File: src/rtl/fp_pkg.sv
// fp_pkg: shared FP writeback defaults, source-select encoding and helpers
package fp_pkg;
   localparam int FP_WIDTH = 32;
   localparam int FP_DEPTH = 5;
   typedef enum logic {SRC_A = 1'b0, SRC_B = 1'b1} src_t;
   function automatic logic [2**FP_DEPTH-1:0] rd_mask(input logic en, input logic [FP_DEPTH-1:0] rd);
      rd_mask = '0;
      rd_mask[rd] = en;
   endfunction
endpackage

File: src/rtl/fp_wb_ctrl_if.sv
// fp_wb_ctrl_if: issue, result-source and register-file write signals of the FP writeback controller
interface fp_wb_ctrl_if import fp_pkg::*; #(
   parameter int WIDTH = FP_WIDTH,
   parameter int DEPTH = FP_DEPTH
);
   logic                  issue_valid;
   logic [DEPTH-1:0]      issue_rd;
   logic                  issue_ready;
   logic [2**DEPTH-1:0]   busy;
   logic                  a_valid;
   logic                  a_ready;
   logic [DEPTH-1:0]      a_rd;
   logic [WIDTH-1:0]      a_data;
   logic                  b_valid;
   logic                  b_ready;
   logic [DEPTH-1:0]      b_rd;
   logic [WIDTH-1:0]      b_data;
   logic                  we;
   logic [DEPTH-1:0]      wa;
   logic [WIDTH-1:0]      wd;
   logic                  wb_err;
   modport master (
      output issue_valid, issue_rd, a_valid, a_rd, a_data, b_valid, b_rd, b_data,
      input  issue_ready, busy, a_ready, b_ready, we, wa, wd, wb_err
   );
   modport slave (
      input  issue_valid, issue_rd, a_valid, a_rd, a_data, b_valid, b_rd, b_data,
      output issue_ready, busy, a_ready, b_ready, we, wa, wd, wb_err
   );
endinterface

File: src/rtl/fp_scoreboard.sv
// fp_scoreboard: per-register pending-write bits; a same-edge set beats a clear
module fp_scoreboard import fp_pkg::*; #(
   parameter int DEPTH = FP_DEPTH
) (
   input  logic                clk,
   input  logic                rst,
   input  logic                set,
   input  logic [DEPTH-1:0]    set_rd,
   input  logic                clr,
   input  logic [DEPTH-1:0]    clr_rd,
   output logic [2**DEPTH-1:0] busy
);
   logic [2**DEPTH-1:0] set_m, clr_m;
   always_comb begin
      set_m = '0;
      clr_m = '0;
      set_m[set_rd] = set;
      clr_m[clr_rd] = clr;
   end
   always_ff @(posedge clk) begin
      if (rst) busy <= '0;
      else     busy <= (busy & ~clr_m) | set_m;
   end
endmodule

File: src/rtl/fp_wb_ctrl.sv
// fp_wb_ctrl: round-robin arbitration of two FP result sources onto one register-file write port,
// with a WAW scoreboard gating issue and a sticky error for writes to non-pending registers
module fp_wb_ctrl import fp_pkg::*; #(
   parameter int WIDTH = FP_WIDTH,
   parameter int DEPTH = FP_DEPTH
) (
   input  logic        clk,
   input  logic        rst,
   fp_wb_ctrl_if.slave bus
);
   logic [2**DEPTH-1:0] busy;
   src_t                last, sel;
   logic                acc, issue_fire;
   logic [DEPTH-1:0]    acc_rd, wa_q;
   logic [WIDTH-1:0]    acc_data, wd_q;
   logic                we_q, err_q;
   always_comb begin
      bus.a_ready = bus.a_valid & (~bus.b_valid | (last == SRC_B));
      bus.b_ready = bus.b_valid & (~bus.a_valid | (last == SRC_A));
      acc         = bus.a_ready | bus.b_ready;
      sel         = bus.b_ready ? SRC_B : SRC_A;
      acc_rd      = (sel == SRC_B) ? bus.b_rd : bus.a_rd;
      acc_data    = (sel == SRC_B) ? bus.b_data : bus.a_data;
      bus.issue_ready = ~busy[bus.issue_rd];
      issue_fire  = bus.issue_valid & bus.issue_ready;
   end
   fp_scoreboard #(.DEPTH(DEPTH)) u_sb (
      .clk    (clk),
      .rst    (rst),
      .set    (issue_fire),
      .set_rd (bus.issue_rd),
      .clr    (acc),
      .clr_rd (acc_rd),
      .busy   (busy)
   );
   // last starts at SRC_B so A wins the first contention after reset
   always_ff @(posedge clk) begin
      if (rst) begin
         we_q  <= 1'b0;
         wa_q  <= '0;
         wd_q  <= '0;
         err_q <= 1'b0;
         last  <= SRC_B;
      end else begin
         we_q  <= acc;
         err_q <= err_q | (acc & ~busy[acc_rd]);
         if (acc) begin
            wa_q <= acc_rd;
            wd_q <= acc_data;
            last <= sel;
         end
      end
   end
   assign bus.busy   = busy;
   assign bus.we     = we_q;
   assign bus.wa     = wa_q;
   assign bus.wd     = wd_q;
   assign bus.wb_err = err_q;
endmodule

File: src/flat_wrapper.sv
// flat-port wrapper written by rule: the top's interface ports become plain ports
module fp_wb_ctrl_flat import fp_pkg::*;
#(
   parameter int WIDTH = FP_WIDTH,
   parameter int DEPTH = FP_DEPTH
)
  (clk, rst, bus_issue_valid, bus_issue_rd, bus_a_valid, bus_a_rd, bus_a_data, bus_b_valid, bus_b_rd, bus_b_data, bus_issue_ready, bus_busy, bus_a_ready, bus_b_ready, bus_we, bus_wa, bus_wd, bus_wb_err);
  fp_wb_ctrl_if #(.WIDTH(WIDTH), .DEPTH(DEPTH)) bus_i ();
  input  logic clk;
  input  logic rst;
  input wire logic [$bits(bus_i.issue_valid)-1:0] bus_issue_valid;
  input wire logic [$bits(bus_i.issue_rd)-1:0] bus_issue_rd;
  input wire logic [$bits(bus_i.a_valid)-1:0] bus_a_valid;
  input wire logic [$bits(bus_i.a_rd)-1:0] bus_a_rd;
  input wire logic [$bits(bus_i.a_data)-1:0] bus_a_data;
  input wire logic [$bits(bus_i.b_valid)-1:0] bus_b_valid;
  input wire logic [$bits(bus_i.b_rd)-1:0] bus_b_rd;
  input wire logic [$bits(bus_i.b_data)-1:0] bus_b_data;
  output wire logic [$bits(bus_i.issue_ready)-1:0] bus_issue_ready;
  output wire logic [$bits(bus_i.busy)-1:0] bus_busy;
  output wire logic [$bits(bus_i.a_ready)-1:0] bus_a_ready;
  output wire logic [$bits(bus_i.b_ready)-1:0] bus_b_ready;
  output wire logic [$bits(bus_i.we)-1:0] bus_we;
  output wire logic [$bits(bus_i.wa)-1:0] bus_wa;
  output wire logic [$bits(bus_i.wd)-1:0] bus_wd;
  output wire logic [$bits(bus_i.wb_err)-1:0] bus_wb_err;
  assign bus_i.issue_valid = bus_issue_valid;
  assign bus_i.issue_rd = bus_issue_rd;
  assign bus_i.a_valid = bus_a_valid;
  assign bus_i.a_rd = bus_a_rd;
  assign bus_i.a_data = bus_a_data;
  assign bus_i.b_valid = bus_b_valid;
  assign bus_i.b_rd = bus_b_rd;
  assign bus_i.b_data = bus_b_data;
  assign bus_issue_ready = bus_i.issue_ready;
  assign bus_busy = bus_i.busy;
  assign bus_a_ready = bus_i.a_ready;
  assign bus_b_ready = bus_i.b_ready;
  assign bus_we = bus_i.we;
  assign bus_wa = bus_i.wa;
  assign bus_wd = bus_i.wd;
  assign bus_wb_err = bus_i.wb_err;
  fp_wb_ctrl #(.WIDTH(WIDTH), .DEPTH(DEPTH)) u_core (.clk(clk), .rst(rst), .bus(bus_i));
endmodule
File: config.mk
export PLATFORM = sky130hd
export DESIGN_NAME = fp_wb_ctrl_flat
export DESIGN_NICKNAME = d
export VERILOG_FILES = /design/src/rtl/fp_pkg.sv /design/src/rtl/fp_wb_ctrl_if.sv /design/src/rtl/fp_scoreboard.sv /design/src/rtl/fp_wb_ctrl.sv /design/src/flat_wrapper.sv
export SDC_FILE = /design/constraint.sdc
export NUM_CORES = 1
export LEC_CHECK = 0
export ABC_AREA = 1
export BUFFER_PORTS_ARGS = -buffer_cell sky130_fd_sc_hd__buf_4
export CAP_MARGIN = 20
export CORE_MARGIN = 4
export CORE_UTILIZATION = 53
export CTS_CLUSTER_DIAMETER = 50
export CTS_CLUSTER_SIZE = 12
export DETAILED_ROUTE_END_ITERATION = 8
export HOLD_SLACK_MARGIN = 0.05
export PLACE_DENSITY = 0.84
export RECOVER_POWER = 25
export SETUP_SLACK_MARGIN = 0.2
export SLEW_MARGIN = 0
export SYNTH_ARGS = -nofsm -noshare
export SYNTH_HDL_FRONTEND = slang
export SYNTH_SLANG_ARGS = --single-unit
File: constraint.sdc
create_clock -name clk -period 2.6 [get_ports clk]
set_input_delay 0.13 -clock clk [delete_from_list [all_inputs] [get_ports clk]]
set_output_delay 0.13 -clock clk [all_outputs]
set_load 0.03 [all_outputs]
==> results.json <==
{
  "status": "finished clean",
  "final_layout_size_suffix_gt1_frac": 0.231,
  "overflow": 0,
  "critPathSlowestCell": "dfxtp_1",
  "powerDensity_nw_per_um2": 538,
  "syn_nets": 690,
  "coreArea_um2": 7330,
  "synthTopCellsByArea": "dfxtp_1, nand2_1, a21oi_1, o21ai_0, nand4_1",
  "grt_pass1_wl_um": 21600,
  "path_cells": "nand2_2 > nand2_4 > nand2_1 > nand2_2 > nand2_1 > o21ai_0 > a21oi_1",
  "nFillCells": 666,
  "viasPerCell": 5.64,
  "skew_ps": 10.9,
  "syn_avg_cell_area_um2": 6.70,
  "reg2reg_from": "u_core.last",
  "drc": 0,
  "cts_tree": "built",
  "ys_ff_latch": 72,
  "tightest_slew_ps": 739,
  "critPathRequiredTime_ps": 2800,
  "fp-row-count": 31,
  "drt-pass1-iter-count": 6,
  "max-cap-violations": 0,
  "dr.first_iter.drc_count": 453,
  "power_w": 0.00283,
  "cts_buffers": 9,
  "antenna_cells": 0,
  "area_delta_synth_final_pct": 29.6,
  "synth_top_area_share": 0.355,
  "peakVddDrop_uv": 378,
  "synth_area_um2": 4060,
  "pin_count": 158,
  "path_max_fanout": 20,
  "end_kind": "flip-flop",
  "start_util": 0.554,
  "place.gp.congestion": 0.938,
  "final_nets": 829,
  "critPathCapture": "u_core.u_sb.busy[25]",
  "yosysUniqueCellTypes": 29,
  "startpoint": "u_core.last",
  "antenna_found_initial": 0,
  "dp_hpwl_um": 9930,
  "synth.yosys.seq_area_share": 0.355,
  "routed_wl_um": 13800,
  "grt_setup_unrepaired": "no",
  "cts.htree.levels": 3,
  "hold_violations": 0,
  "clock_latency_ps": 340,
  "slew_violations": 0,
  "ff2ff_path_depth": 7,
  "path_clk_slew_ps": 90,
  "clk_path_buf_depth": 2,
  "arrival_ps": 2270,
  "cts_root_buf": "clkbuf_8",
  "yosysTopAreaCell": "dfxtp_1",
  "grt_pass1_vias": 4442,
  "port_buffers": 157,
  "worstSetupStartpointType": "flip-flop",
  "critPathMaxStageDelay_ps": 410,
  "max_slew_margin": 0.506,
  "ys_warn_count": 0,
  "grt_start_max_net_pins": 58,
  "fmax_mhz": 482,
  "clock-sinks": 72,
  "timing.rr.end": "u_core.u_sb.busy[25]",
  "dieHeight_um": 95.5,
  "setup-violations-final": 0,
  "r2r_slack_ps": 530,
  "tns_ps": 0,
  "leakage_nw": 2.39,
  "syn_inst": 606,
  "path_class": "flip-flop to flip-flop",
  "ant_nets": 0,
  "period_minus_slack_ps": 2070,
  "post-route-period-util": 0.797,
  "die_area_um2": 9120,
  "die_w_um": 95.5,
  "cts_hold_buffers": 0,
  "min_path_type": "input pin to flip-flop",
  "routed-via-count": 4789,
  "grt_use_total": 0.297,
  "avgRoutedWirePerCell_um": 16.3
}
## sequential cells by signal, summed over array words and instances, names as in the netlist
name	flops
u_core.bus.wa	5
u_core.bus.wb_err	1
u_core.bus.wd	32
u_core.bus.we	1
u_core.last	1
u_core.u_sb.busy	32
## layout make-up
type	count	area, um^2	area share
clock buffer	12	135	0.0257
clock inverter	4	77.6	0.0147
inverter	41	154	0.0293
multi-input combinational	461	2260	0.430
sequential	72	1440	0.274
tap	99	124	0.0235
timing repair buffer	160	1070	0.203
## routing by layer
layer | vias up | track usage | part of all wire
met1 | 2193 | 0.406 | 0.41
met3 | 32 | 0.0450 | 0.084
met4 | 0 | 0.0912 | 0.016
met2 | 254 | 0.482 | 0.49
li1 | 2310 | - | -
met5 | - | 0 | 0
## cells in the mapped netlist, drive strengths merged
master / instances
nand2: 193
dfxtp: 72
o21ai: 72
a21oi: 61
nor2: 51
inv: 41
nand4: 32
buf: 19
nand3: 19
a22oi: 16
clkbuf: 13
nor3: 8
mux2i: 7
nor4: 1
o31ai: 1
## critical path, delay by kind of cell (launching register included)
family / cells / cell delay, ps
flip-flops: 1 / 410
AND/OR/NAND/NOR: 5 / 1160
AO/OA/AOI/OAI: 2 / 350
## what timing repair did
action,CTS,global route
buffers inserted,0,0
resized for setup,0,2
endpoints found under the setup margin,0,21
## worst min path at each step
stage / start / end / slack, ps / cells after the start
after floorplan: bus_issue_valid / u_core.u_sb.busy[0] / 300 / 2
after global placement: bus_b_data[24] / u_core.bus.wd[24] / 410 / 3
after detailed placement: bus_a_data[25] / u_core.bus.wd[25] / 420 / 3
after CTS: bus_a_data[25] / u_core.bus.wd[25] / 60 / 3
after global routing: bus_a_data[28] / u_core.bus.wd[28] / 70 / 3
final: bus_b_data[25] / u_core.bus.wd[25] / 60 / 3
## kinds of logic after synthesis
group,synth area share
multiplexers,0.0173
AO/OA/AOI/OAI,0.204
AND/OR/NAND/NOR,0.333
buffers and inverters,0.0906
flip-flops,0.355
## report_power, final
group          switching (W)  internal, W  leakage [nW]
Clock               0.000445     0.000548         0.105
Sequential         0.0000381      0.00116         0.591
Combinational       0.000434     0.000202          1.69
Total               0.000916      0.00191          2.39
## through the flow
stage	instances	instance area, um^2	utilization	hold WS, ps	setup slack, ps
after floorplan	606	4060	-	300	642
after global placement	833	5170	0.705	410	416
after detailed placement	833	5170	0.705	419	382
after CTS	849	5380	0.734	55.4	367
after global routing	849	5260	0.718	74.9	337
final	849	5260	0.718	56.8	527
## cells in the final DEF, fill, tap and decap left out
| cell type | synthesis | final |
|---|---|---|
| a21oi_1 | 60 | 60 |
| a21oi_2 | 1 | 1 |
| a22oi_1 | 14 | 14 |
| a22oi_2 | 2 | 2 |
| buf_4 | 2 | 124 |
| bufinv_16 | 0 | 2 |
| clkbuf_1 | 13 | 39 |
| clkbuf_8 | 0 | 9 |
| clkinv_4 | 0 | 1 |
| dfxtp_1 | 72 | 72 |
| inv_1 | 35 | 35 |
| inv_2 | 6 | 6 |
| inv_6 | 0 | 1 |
| mux2i_1 | 7 | 7 |
| nand2_1 | 180 | 180 |
| nand2_2 | 9 | 8 |
| nand2_4 | 4 | 5 |
| nand3_1 | 17 | 17 |
| nand3_2 | 2 | 2 |
| nand4_1 | 32 | 32 |
| nor2_1 | 43 | 43 |
| nor2_2 | 6 | 6 |
| nor2_4 | 2 | 2 |
| nor3_1 | 8 | 8 |
| nor4_1 | 1 | 1 |
| o21ai_0 | 52 | 52 |
| o21ai_1 | 16 | 16 |
| o21ai_2 | 3 | 2 |
| o21ai_4 | 1 | 2 |
| o31ai_1 | 1 | 1 |
No activity file was read; power rests on OpenSTA's default activity.
